## src/rtl/srl_pkg.sv

```systemverilog
// Shared sizing helpers for the SRL-based FIFO: depth and address width for the SRL16/SRL32
// primitives.
package srl_pkg;

    function automatic int unsigned srl_depth(input bit use_srl16);
        return use_srl16 ? 32'd16 : 32'd32;
    endfunction

    function automatic int unsigned srl_addr_bits(input bit use_srl16);
        return use_srl16 ? 32'd4 : 32'd5;
    endfunction

endpackage

```

## src/rtl/srlvec.sv

```systemverilog
// Vectorized SRL datapath: NBITS parallel shift registers sharing one shift enable and one
// read address. Newest entry at address 0. Contents are never reset.
module srlvec
    import srl_pkg::*;
#(
    parameter int unsigned NBITS     = 8,
    parameter              USE_SRL16 = "TRUE"
) (
    input  logic                                               clk,
    input  logic                                               ce,
    input  logic [srl_addr_bits(USE_SRL16 == "TRUE")-1:0]      a,
    input  logic [NBITS-1:0]                                   din,
    output logic [NBITS-1:0]                                   dout
);

    localparam int unsigned DEPTH = srl_depth(USE_SRL16 == "TRUE");

    logic [NBITS-1:0] sr [DEPTH];

    always_ff @(posedge clk) begin
        if (ce) begin
            sr[0] <= din;
            for (int i = 1; i < DEPTH; i++) begin
                sr[i] <= sr[i-1];
            end
        end
    end

    assign dout = sr[a];

endmodule

```

## src/rtl/srl_fifo_ctrl.sv

```systemverilog
// Shallow FIFO built on an SRL vector; owns occupancy, shift enable and read address.
// Define SRL_FIFO_OUTREG_EN to add a one-entry output register after the SRL.
module srl_fifo_ctrl
    import srl_pkg::*;
#(
    parameter int unsigned NBITS     = 8,
    parameter              USE_SRL16 = "TRUE"
) (
    input  logic                                          clk,
    input  logic                                          rst_n,
    input  logic [NBITS-1:0]                              s_data,
    input  logic                                          s_valid,
    output logic                                          s_ready,
    output logic [NBITS-1:0]                              m_data,
    output logic                                          m_valid,
    input  logic                                          m_ready,
    output logic [srl_addr_bits(USE_SRL16 == "TRUE"):0]   count,
    output logic                                          full,
    output logic                                          empty
);

    localparam bit          IS16  = (USE_SRL16 == "TRUE");
    localparam int unsigned DEPTH = srl_depth(IS16);
    localparam int unsigned AB    = srl_addr_bits(IS16);
`ifdef SRL_FIFO_OUTREG_EN
    localparam int unsigned CAP   = DEPTH + 1;
`else
    localparam int unsigned CAP   = DEPTH;
`endif
    localparam logic [AB:0] CAPV  = (AB+1)'(CAP);
    localparam logic [AB:0] ONE   = {{AB{1'b0}}, 1'b1};

    logic [AB-1:0]    ptr_q, ptr_d;
    logic [AB:0]      occ_q, occ_d;
    logic [AB:0]      count_q, count_d;
    logic             full_q, empty_q;
    logic             push, srl_pop, srl_nempty;
    logic [NBITS-1:0] srl_dout;

    assign s_ready    = ~full_q;
    assign push       = s_valid & s_ready;
    assign srl_nempty = (occ_q != '0);

    srlvec #(
        .NBITS     (NBITS),
        .USE_SRL16 (USE_SRL16)
    ) u_srlvec (
        .clk  (clk),
        .ce   (push),
        .a    (ptr_q),
        .din  (s_data),
        .dout (srl_dout)
    );

`ifdef SRL_FIFO_OUTREG_EN
    logic             rv_q, rv_d;
    logic [NBITS-1:0] rd_q;

    // Loading the register is an internal SRL pop.
    assign srl_pop = srl_nempty & (~rv_q | m_ready);

    always_comb begin
        rv_d = rv_q;
        if (srl_pop) begin
            rv_d = 1'b1;
        end else if (m_ready) begin
            rv_d = 1'b0;
        end
    end

    always_ff @(posedge clk or negedge rst_n) begin
        if (!rst_n) begin
            rv_q <= 1'b0;
        end else begin
            rv_q <= rv_d;
        end
    end

    always_ff @(posedge clk) begin
        if (srl_pop) begin
            rd_q <= srl_dout;
        end
    end

    assign m_valid = rv_q;
    assign m_data  = rd_q;
    assign count_d = occ_d + {{AB{1'b0}}, rv_d};
`else
    assign srl_pop = srl_nempty & m_ready;
    assign m_valid = srl_nempty;
    assign m_data  = srl_dout;
    assign count_d = occ_d;
`endif

    // Push+pop leaves ptr/occ alone: the shift moves the next entry into the head slot.
    always_comb begin
        ptr_d = ptr_q;
        occ_d = occ_q;
        if (push && !srl_pop) begin
            occ_d = occ_q + ONE;
            if (srl_nempty) begin
                ptr_d = ptr_q + 1'b1;
            end
        end else if (!push && srl_pop) begin
            occ_d = occ_q - ONE;
            if (occ_q > ONE) begin
                ptr_d = ptr_q - 1'b1;
            end
        end
    end

    always_ff @(posedge clk or negedge rst_n) begin
        if (!rst_n) begin
            ptr_q   <= '0;
            occ_q   <= '0;
            count_q <= '0;
            full_q  <= 1'b0;
            empty_q <= 1'b1;
        end else begin
            ptr_q   <= ptr_d;
            occ_q   <= occ_d;
            count_q <= count_d;
            full_q  <= (count_d == CAPV);
            empty_q <= (count_d == '0);
        end
    end

    assign count = count_q;
    assign full  = full_q;
    assign empty = empty_q;

endmodule

```

## config.mk

```make
export PLATFORM = sky130hd
export DESIGN_NAME = srl_fifo_ctrl
export DESIGN_NICKNAME = d
export VERILOG_FILES = /design/src/rtl/srl_pkg.sv /design/src/rtl/srlvec.sv /design/src/rtl/srl_fifo_ctrl.sv
export SDC_FILE = /design/constraint.sdc
export NUM_CORES = 1
export LEC_CHECK = 0
export CAP_MARGIN = 20
export CORE_ASPECT_RATIO = 1.2
export CORE_MARGIN = 2
export CORE_UTILIZATION = 25
export CTS_CLUSTER_SIZE = 12
export DETAILED_ROUTE_END_ITERATION = 12
export PLACE_DENSITY = 0.41
export SETUP_SLACK_MARGIN = 0.05
export SLEW_MARGIN = 20
export SYNTH_ARGS = -nofsm -noshare
export SYNTH_HDL_FRONTEND = slang
export SYNTH_SLANG_ARGS = --single-unit
```

## constraint.sdc

```tcl
create_clock -name clk -period 11.95 [get_ports clk]
set_input_delay 1.195 -clock clk [delete_from_list [all_inputs] [get_ports clk]]
set_output_delay 1.195 -clock clk [all_outputs]
set_load 0.05 [all_outputs]
```

; After elaboration in Yosys (flattened, before gate mapping)
; Memory sizes are Yosys's and may differ from the RTL's.
; Index checks and enable logic that the tools add are counted.
[classes]
eq_ne = 2
addsub = 4
n_reduce_logical = 9
n_mux = 8
magnitude_cmp = 1
n_bitwise = 3
[ops]
columns = cell, count
row1 = $mux 4, 4
row2 = $mux 5, 2
row3 = $add 5x1->5 const B, 1
row4 = $eq 5x5->1 const B, 1
row5 = $gt 5x1->1 const B, 1
row6 = $logic_not 5->1, 1
row7 = $reduce_bool 5->1, 1
row8 = $sub 5x1->5 const B, 1
row9 = $add 4x1->4 const B, 1
row10 = $reduce_bool 2->1, 2
row11 = $sub 4x1->4 const B, 1
row12 = $reduce_and 3->1, 1
row13 = $and 1x1->1, 2
row14 = $logic_and 1x1->1, 2
row15 = $logic_not 1->1, 2
row16 = $mux 1, 2
row17 = $ne 2x2->1 const B, 1
row18 = $not 1->1, 1
[totals]
out_inout_bits = 17
elab_cells = 32
ramBits = 128
input_bits = 12
mem_count = 1
regBits = 11
[memory_table]
columns = memory, words, word_bits, rd, rd_clocked_by_memory_dff, wr, line_no
row1 = u_srlvec.sr, 16, 8, 16, 0, 16, srlvec.sv:18  ; logic [NBITS-1:0] sr [DEPTH];

; Depth between registers and ports, before layout
; Gate-level depths: netlist (run 1).
[logic_depth]
ltp_word = 7
mapped_depth = 11
mapped_depth_nobuf = 11

; Cells and area by module
; From an unflattened synthesis (run 1), not the netlist that was laid out.
[hier_totals]
hier_cells = 265
area_unflattened_um2 = 5584.1
[by_module_without_submodules]
columns = module, seq_area_each_um2, area_per_inst_um2, instances, cells_per_inst
row1 = srlvec, 3843.7, 4877.2, 1, 198
row2 = srl_fifo_ctrl, 276.5, 706.9, 1, 67

; Least setup slack after synthesis (run 1)
; No wires, ideal clock.
[synth_path]
path_kind = input to register
from = in s_valid
to = reg ptr_q[3]
slack_ps = 6172
t_required_ps = 11871
t_arrival_ps = 5699
n_path_buf = 0
setup_time_ps = 79
path_stages = 9
path_cell_list = nand2_1 > inv_1 > ha_1 > inv_1 > ha_1 > and3_1 > or3_1 > a211oi_2 > xor2_1
[synth_via]
elab_chain_cells = 5
word_cells_on_any_way = 9
cone_classes = eq/ne: 1 / mux: 1 / bitwise: 1 / reduce/logical: 6
[synth_rtl]
columns = item, line_no
row1 = "start, declared", srl_fifo_ctrl.sv:12  ; input logic s_valid,
row2 = $and 1x1->1 (*), srl_fifo_ctrl.sv:41  ; assign push = s_valid & s_ready;
row3 = named net push, srl_fifo_ctrl.sv:37  ; logic push, srl_pop, srl_nempty;
row4 = $logic_not 1->1, srl_fifo_ctrl.sv:104  ; end else if (!push && srl_pop) begin
row5 = $logic_and 1x1->1, srl_fifo_ctrl.sv:104
row6 = $reduce_bool 2->1 (no line), n/a
row7 = $reduce_and 3->1 (no line), n/a
row8 = "end signal, assigned", srl_fifo_ctrl.sv:120  ; ptr_q <= ptr_d;
row9 = "end, declared", srl_fifo_ctrl.sv:33  ; logic [AB-1:0] ptr_q, ptr_d;
; Mark *: on every way through the listed nets, which the timed path passes. The rest lies on a longest branch.
; A chain may end at the register's enable or synchronous reset.

; Final worst setup path (run 1)
[layout_path]
from = reg ptr_q[0]
to = out m_data[7]
[layout_via]
elab_chain_cells = 1
[layout_rtl]
columns = item, line_no
row1 = $mem_v2 16x8, n/a
row2 = "end, declared", srl_fifo_ctrl.sv:14  ; output logic [NBITS-1:0] m_data,
; No other way between the ends.

==> results of run 1 <==
[cell families after synthesis]
family,share of synthesized area
DFF,0.737
muxes,0.145
and+or+nand+nor,0.0282
AOI/OAI and AO/OA,0.0381
buffers and inverters,0.0168
adders and majority gates,0.0237
xor gates and xnor gates,0.0110
[state kept, by name, summed over array words and instances (netlist names)]
name         count
u_srlvec.sr    128
count            5
ptr_q            4
empty            1
full             1
[power by group]
group | switching (uW) | internal, uW | leakage [uW]
combinational | 388 | 258 | 0.000675
sequential | 55.2 | 661 | 0.00138
clock | 198 | 347 | 0.000292
[area by class of cell]
class | instances | share of cell area
Timing Repair Buffer | 31 | 0.0447
Tap cell | 274 | 0.0506
Inverter | 6 | 0.00369
Sequential cell | 139 | 0.608
Multi-Input combinational cell | 112 | 0.203
Clock buffer | 19 | 0.0639
Clock inverter | 13 | 0.0259
[through the flow]
stage / power (uW) / std cells / hold slack (ps) / worst slack (ps) / cell area [um2]
after detailed placement: 1390 / 562 / 423 / 7530 / 6170
after global routing: 2010 / 594 / 438 / 7510 / 6780
after CTS: 1940 / 594 / 433 / 7620 / 6780
final: 1910 / 594 / 431 / 7690 / 6780
after floorplan: 1200 / 268 / 417 / 6170 / 5590
after global placement: 1380 / 562 / 421 / 7610 / 6170
[metal layers]
| metal | global-route usage | up-vias | wire length [um] |
|---|---|---|---|
| met4 | 0.0487 | 0 | 192 |
| met5 | 0 | - | 0 |
| met3 | 0.0287 | 11 | 286 |
| li1 | - | 1201 | - |
| met2 | 0.138 | 40 | 4730 |
| met1 | 0.115 | 1366 | 4700 |
[worst reg2reg max path: stages, from the launching register on]
cell      delay [ps]
dfrtp_1          370
inv_1             70
nand2_1          110
inv_4            630
ha_1             400
inv_1            140
ha_1             340
and3_1           200
or3_1            350
a211oi_2         250
xor2_1           160
[worst min path at each step]
stage | start | end | slack [ps]
floorplan | u_srlvec.sr[9][0] | u_srlvec.sr[10][0] | 420
global placement | u_srlvec.sr[10][5] | u_srlvec.sr[11][5] | 420
detailed placement | u_srlvec.sr[1][2] | u_srlvec.sr[2][2] | 420
CTS | u_srlvec.sr[1][2] | u_srlvec.sr[2][2] | 430
global route | u_srlvec.sr[1][2] | u_srlvec.sr[2][2] | 440
finish | u_srlvec.sr[1][2] | u_srlvec.sr[2][2] | 430
[layout by cell type, fill, tap and decap left out, types with 2 or more instances in the layout]
cell,Yosys,layout
xnor2_1,4,4
a22oi_1,17,17
buf_4,1,3
nor2b_1,3,3
ha_1,9,9
clkbuf_16,0,17
clkinvlp_4,0,2
mux4_2,14,14
clkinv_1,0,2
bufinv_16,0,4
nand2_1,14,14
xor2_1,3,3
and4_1,2,2
nor3_1,2,2
clkbuf_1,3,2
nor2_1,5,5
edfxtp_1,128,128
inv_1,6,5
o21ai_0,4,4
clkdlybuf4s50_1,0,28
dfrtp_1,10,9
clkinv_2,0,3
clkinv_4,0,2
mux2_2,2,2
mux4_1,18,18
==> flow_summary.json, run 1 <==
{
  "synth.area.top_cells": "edfxtp_1 69%, mux4_1 8.5%, mux4_2 5.6%, dfrtp_1 4.5%, a22oi_1 2.3%",
  "clk_pin_slew_ps": 60,
  "cts_tree": "done",
  "max_freq_mhz": 235,
  "num_rows": 59,
  "ys_ff_latch": 139,
  "crit_path_end_kind": "primary output",
  "cp.buffers_inverters": 2,
  "first_global_vias": 2855,
  "rr_startpoint": "full",
  "antenna_cells": 0,
  "grt_max_degree": 73,
  "critical_path_required_ps": 10760,
  "p_leak_uw": 0.00235,
  "synth_cells": 268,
  "insertion_delay_ps": 420,
  "drt-total-wl_um": 9910,
  "tightest_slew_ps": 924,
  "first_pass_iters": 4,
  "syn_nets": 290,
  "ant_nets": 0,
  "start_util": 0.256,
  "finalClockSkew_ps": 8.27,
  "startpoint_type": "flip-flop",
  "cp_num_cells": 5,
  "avgSynthCellArea_um2": 20.9,
  "num_vias": 2618,
  "numCtsBuffers": 17,
  "grt_overflow": 0,
  "clockRootBuffer": "clkbuf_16",
  "vdd_ir_drop_max_mv": 0.0937,
  "r2r_slack_ps": 8860,
  "die-width_um": 140,
  "post-route-util": 0.310,
  "antenna_found_initial": 0,
  "cts_hold_buf": 0,
  "drc_errors": 0,
  "wl_per_cell_um": 16.7,
  "cpPeakStageDelay_ps": 710,
  "cp_data_arrival_time_ps": 3070,
  "max-cap-violations": 0,
  "crit_chain": "buf_4 > mux4_1 > a22oi_1 > nand2_1 > clkdlybuf4s50_1",
  "worstRegToRegCells": 10,
  "min_period_ps": 4260,
  "seq_area_frac_synth": 0.737,
  "post-cts-setup-buffers": 0,
  "regArea_um2": 4120,
  "ios": 29,
  "yosysWarnings": 0,
  "final.setup.tns_ps": 0,
  "hold_depth": 0,
  "drive_gt1_frac": 0.159,
  "multi_input_area_um2": 1380,
  "rsz0062_at_grt": "no",
  "startpoint": "ptr_q[0]",
  "grt_use_total": 0.0906,
  "worstPathMaxFanout": 35,
  "syn_area_um2": 5590,
  "finalHoldViolations": 0,
  "cts-htree-levels": 4,
  "synth_cell_types": 37,
  "synth_common_cells": "128 x edfxtp_1, 18 x mux4_1, 17 x a22oi_1, 14 x mux4_2, 14 x nand2_1",
  "crit_path_top_delay_cell": "clkdlybuf4s50_1",
  "crit_end": "m_data[7]",
  "cts_resized": 0,
  "dr.first_iter.drc_count": 156,
  "fill_cells": 2112,
  "drv_slew": 0,
  "cts_buffer_depth": 2,
  "async_flop_share": 0.0791,
  "yosys.area.top_type_share": 0.688,
  "setup_violations": 0,
  "area_growth_pct": 21.2,
  "slew_headroom": 0.384,
  "cpLargestDelayFamily": "buffers and inverters",
  "critPathKind": "flip-flop to primary output",
  "grt_pass1_wl_um": 16000,
  "portBuffers": 28,
  "status": "completed",
  "synth_top_area_cell": "edfxtp_1",
  "place_hpwl_um": 5660,
  "fin_nets": 329,
  "post-route-period-util": 0.357,
  "core_area_um2": 21900,
  "p_per_area_nw_per_um2": 281,
  "fp.dieArea_um2": 23600,
  "ys.flop_type": "edfxtp_1",
  "post_drt_via_cell_ratio": 4.41,
  "cts.sinks": 139,
  "hp-class": "flip-flop to flip-flop",
  "worstReg2RegEnd": "ptr_q[3]",
  "synth_most_common_cell": "edfxtp_1",
  "gp_congestion": 0.701,
  "synth_edf_count": 128,
  "die_y_um": 168
}
Note: power is estimated with default switching activity, not from simulation.
==> run 2: changes to the inputs <==
--- a/config.mk
+++ b/config.mk
@@ -11,7 +11,7 @@
 export CORE_UTILIZATION = 25
 export CTS_CLUSTER_SIZE = 12
 export DETAILED_ROUTE_END_ITERATION = 12
-export PLACE_DENSITY = 0.41
+export PLACE_DENSITY = 0.42
 export SETUP_SLACK_MARGIN = 0.05
 export SLEW_MARGIN = 20
 export SYNTH_ARGS = -nofsm -noshare
==> constraint.sdc (replaced) <==
create_clock -name clk -period 3.9 [get_ports clk]
set_input_delay 0.39 -clock clk [delete_from_list [all_inputs] [get_ports clk]]
set_output_delay 0.39 -clock clk [all_outputs]
set_load 0.05 [all_outputs]
==> run 2 against run 1 <==
  * Worst setup slack worse by 7100 ps
  * Highest routed layer unchanged
  * Final area is 1.1% higher
  * Total power grew to 3.1 times the previous value
  * Sequential share of layout area is 0.66 points lower
  * Wire length is 0.74% higher
  * Via count is 3.1% higher
  * Clock power grew to 3.0 times the previous value
  * Clock skew is 1.3 ps lower
  * Global-route usage hardly changed
==> flow_summary.json, run 2 (synthesis results as in run 1) <==
{
  "status": "completed",
  "combPwrFrac": 0.341,
  "finalHoldViolations": 0,
  "postPlaceCellArea_um2": 6250,
  "wl_per_cell_um": 16.7,
  "rsz0062_at_grt": "no",
  "drc_errors": 0,
  "crit_path_end_kind": "primary output",
  "p_per_area_nw_per_um2": 861,
  "hp-class": "input port to asynchronous set/reset pin",
  "swShare": 0.334,
  "setup_violations": 0,
  "vdd_ir_drop_max_mv": 0.308,
  "post-route-period-util": 0.853,
  "max_freq_mhz": 301,
  "post-route-util": 0.314,
  "crit_path_top_delay_cell": "clkdlybuf4s50_1",
  "postLayoutCellArea_um2": 6850,
  "cp.buffers_inverters": 2,
  "power_uw": 5900,
  "cts_resized": 0,
  "grt_pass1_wl_um": 16200,
  "first_pass_iters": 4,
  "post-cts-setup-buffers": 0,
  "cpLargestDelayFamily": "buffers and inverters",
  "critPathKind": "flip-flop to primary output",
  "post_drt_via_cell_ratio": 4.53,
  "place_ws_ps": 952,
  "drt-total-wl_um": 9980,
  "grt_max_degree": 73,
  "cp_num_cells": 5,
  "fp.dieArea_um2": 23600,
  "regMostFlops": "u_srlvec.sr",
  "num_vias": 2698,
  "startpoint_type": "flip-flop",
  "min_period_ps": 3330,
  "setup_ws_ps": 573,
  "cts_hold_buf": 0,
  "tightest_slew_ps": 906,
  "dr.first_iter.drc_count": 181,
  "core_area_um2": 21900,
  "worstPathMaxFanout": 24,
  "crit_chain": "buf_12 > mux4_1 > a22oi_1 > nand2_1 > clkdlybuf4s50_1",
  "clk_pin_slew_ps": 60,
  "num_rows": 59,
  "cts.sinks": 139,
  "cts_tree": "done",
  "hold_ws_ps": 329,
  "die-width_um": 140,
  "final_common_cell": "edfxtp_1",
  "ant_nets": 0,
  "cpPeakStageDelay_ps": 710,
  "slew_headroom": 0.396,
  "p_clk_frac": 0.279,
  "insertion_delay_ps": 410,
  "drive_gt1_frac": 0.202,
  "grt_use_total": 0.0903,
  "antenna_cells": 0,
  "start_util": 0.256,
  "cts-htree-levels": 4,
  "final_cell_mix": "128 x edfxtp_1, 28 x clkdlybuf4s50_1, 18 x mux4_1, 17 x a22oi_1, 17 x clkbuf_16",
  "finalClockSkew_ps": 6.96,
  "first_global_vias": 2862,
  "gp_congestion": 0.708,
  "area_growth_pct": 22.6,
  "seq_power_share": 0.379,
  "cts_buffer_depth": 2,
  "p_leak_uw": 0.00237,
  "largest_reg_flops": 128,
  "numCtsBuffers": 17,
  "drv_slew": 0,
  "max-cap-violations": 0,
  "worstRegToRegCells": 11,
  "portBuffers": 28,
  "die_y_um": 168,
  "clockRootBuffer": "clkbuf_16",
  "place_hpwl_um": 5840,
  "antenna_found_initial": 0,
  "fill_cells": 2116,
  "p_switching_uw": 1970,
  "fin_nets": 333,
  "ios": 29,
  "critical_path_required_ps": 3510,
  "cp_data_arrival_time_ps": 2940,
  "intPower_uw": 3930,
  "grt_overflow": 0
}
-- run 2: cell types whose count changed in the layout (fill, tap and decap cells not counted), sizes merged --
cell | before | now
buf | 3 | 7
clkbuf | 19 | 17
clkinv | 7 | 6
clkinvlp | 2 | 4
inv | 6 | 5
-- run 2: area by class of cell --
class | instances | area, um2 | area share
well taps | 274 | 343 | 0.0500
inverters | 6 | 30.0 | 0.00438
clock inverters | 13 | 176 | 0.0257
multi-input cells | 112 | 1410 | 0.206
flip-flops and latches | 139 | 4120 | 0.602
repair buffers | 35 | 345 | 0.0504
clock buffers | 17 | 425 | 0.0621
-- run 2: worst paths after layout --
kind,start,to,slack [ps]
min in group clk,u_srlvec.sr[9][1],u_srlvec.sr[10][1],440
max,ptr_q[0],m_data[4],570
min reg2reg,u_srlvec.sr[9][1],u_srlvec.sr[10][1],440
max in group asynchronous,rst_n,full,3180
max reg2reg,count[0],ptr_q[3],1130
min,rst_n,count[0],330
-- run 2: power by group through the flow --
stage	sequential, uW	combinational [uW]	clock, uW
6_report	2240	2010	1650
4_1_cts	2240	2060	1710
3_3_place_gp	2260	2060	0
3_5_place_dp	2270	2050	0
5_1_grt	2290	2180	1760
2_1_floorplan	2300	1400	0
-- run 2: worst reg2reg max path: cells and delay by family (launching register included) --
| family | cells | cell delay, ps |
|---|---|---|
| adders and majority gates | 3 | 760 |
| and+or+nand+nor | 3 | 560 |
| xor gates and xnor gates | 1 | 150 |
| buffers and inverters | 2 | 300 |
| AOI/OAI and AO/OA | 2 | 370 |
| DFF | 1 | 550 |
-- run 2: stage by stage --
stage	setup TNS (ps)	cells
2_1_floorplan	-2960	268
3_3_place_gp	0	566
3_5_place_dp	0	566
4_1_cts	0	596
5_1_grt	0	596
6_report	0	596
-- run 2: routing by layer --
layer	vias up	part of all wire	global-route usage	wire length [um]
li1	1203	-	-	-
met1	1426	0.47	0.119	4710
met2	56	0.47	0.136	4700
met3	13	0.038	0.0284	377
met4	0	0.019	0.0430	191
met5	-	0	0	0
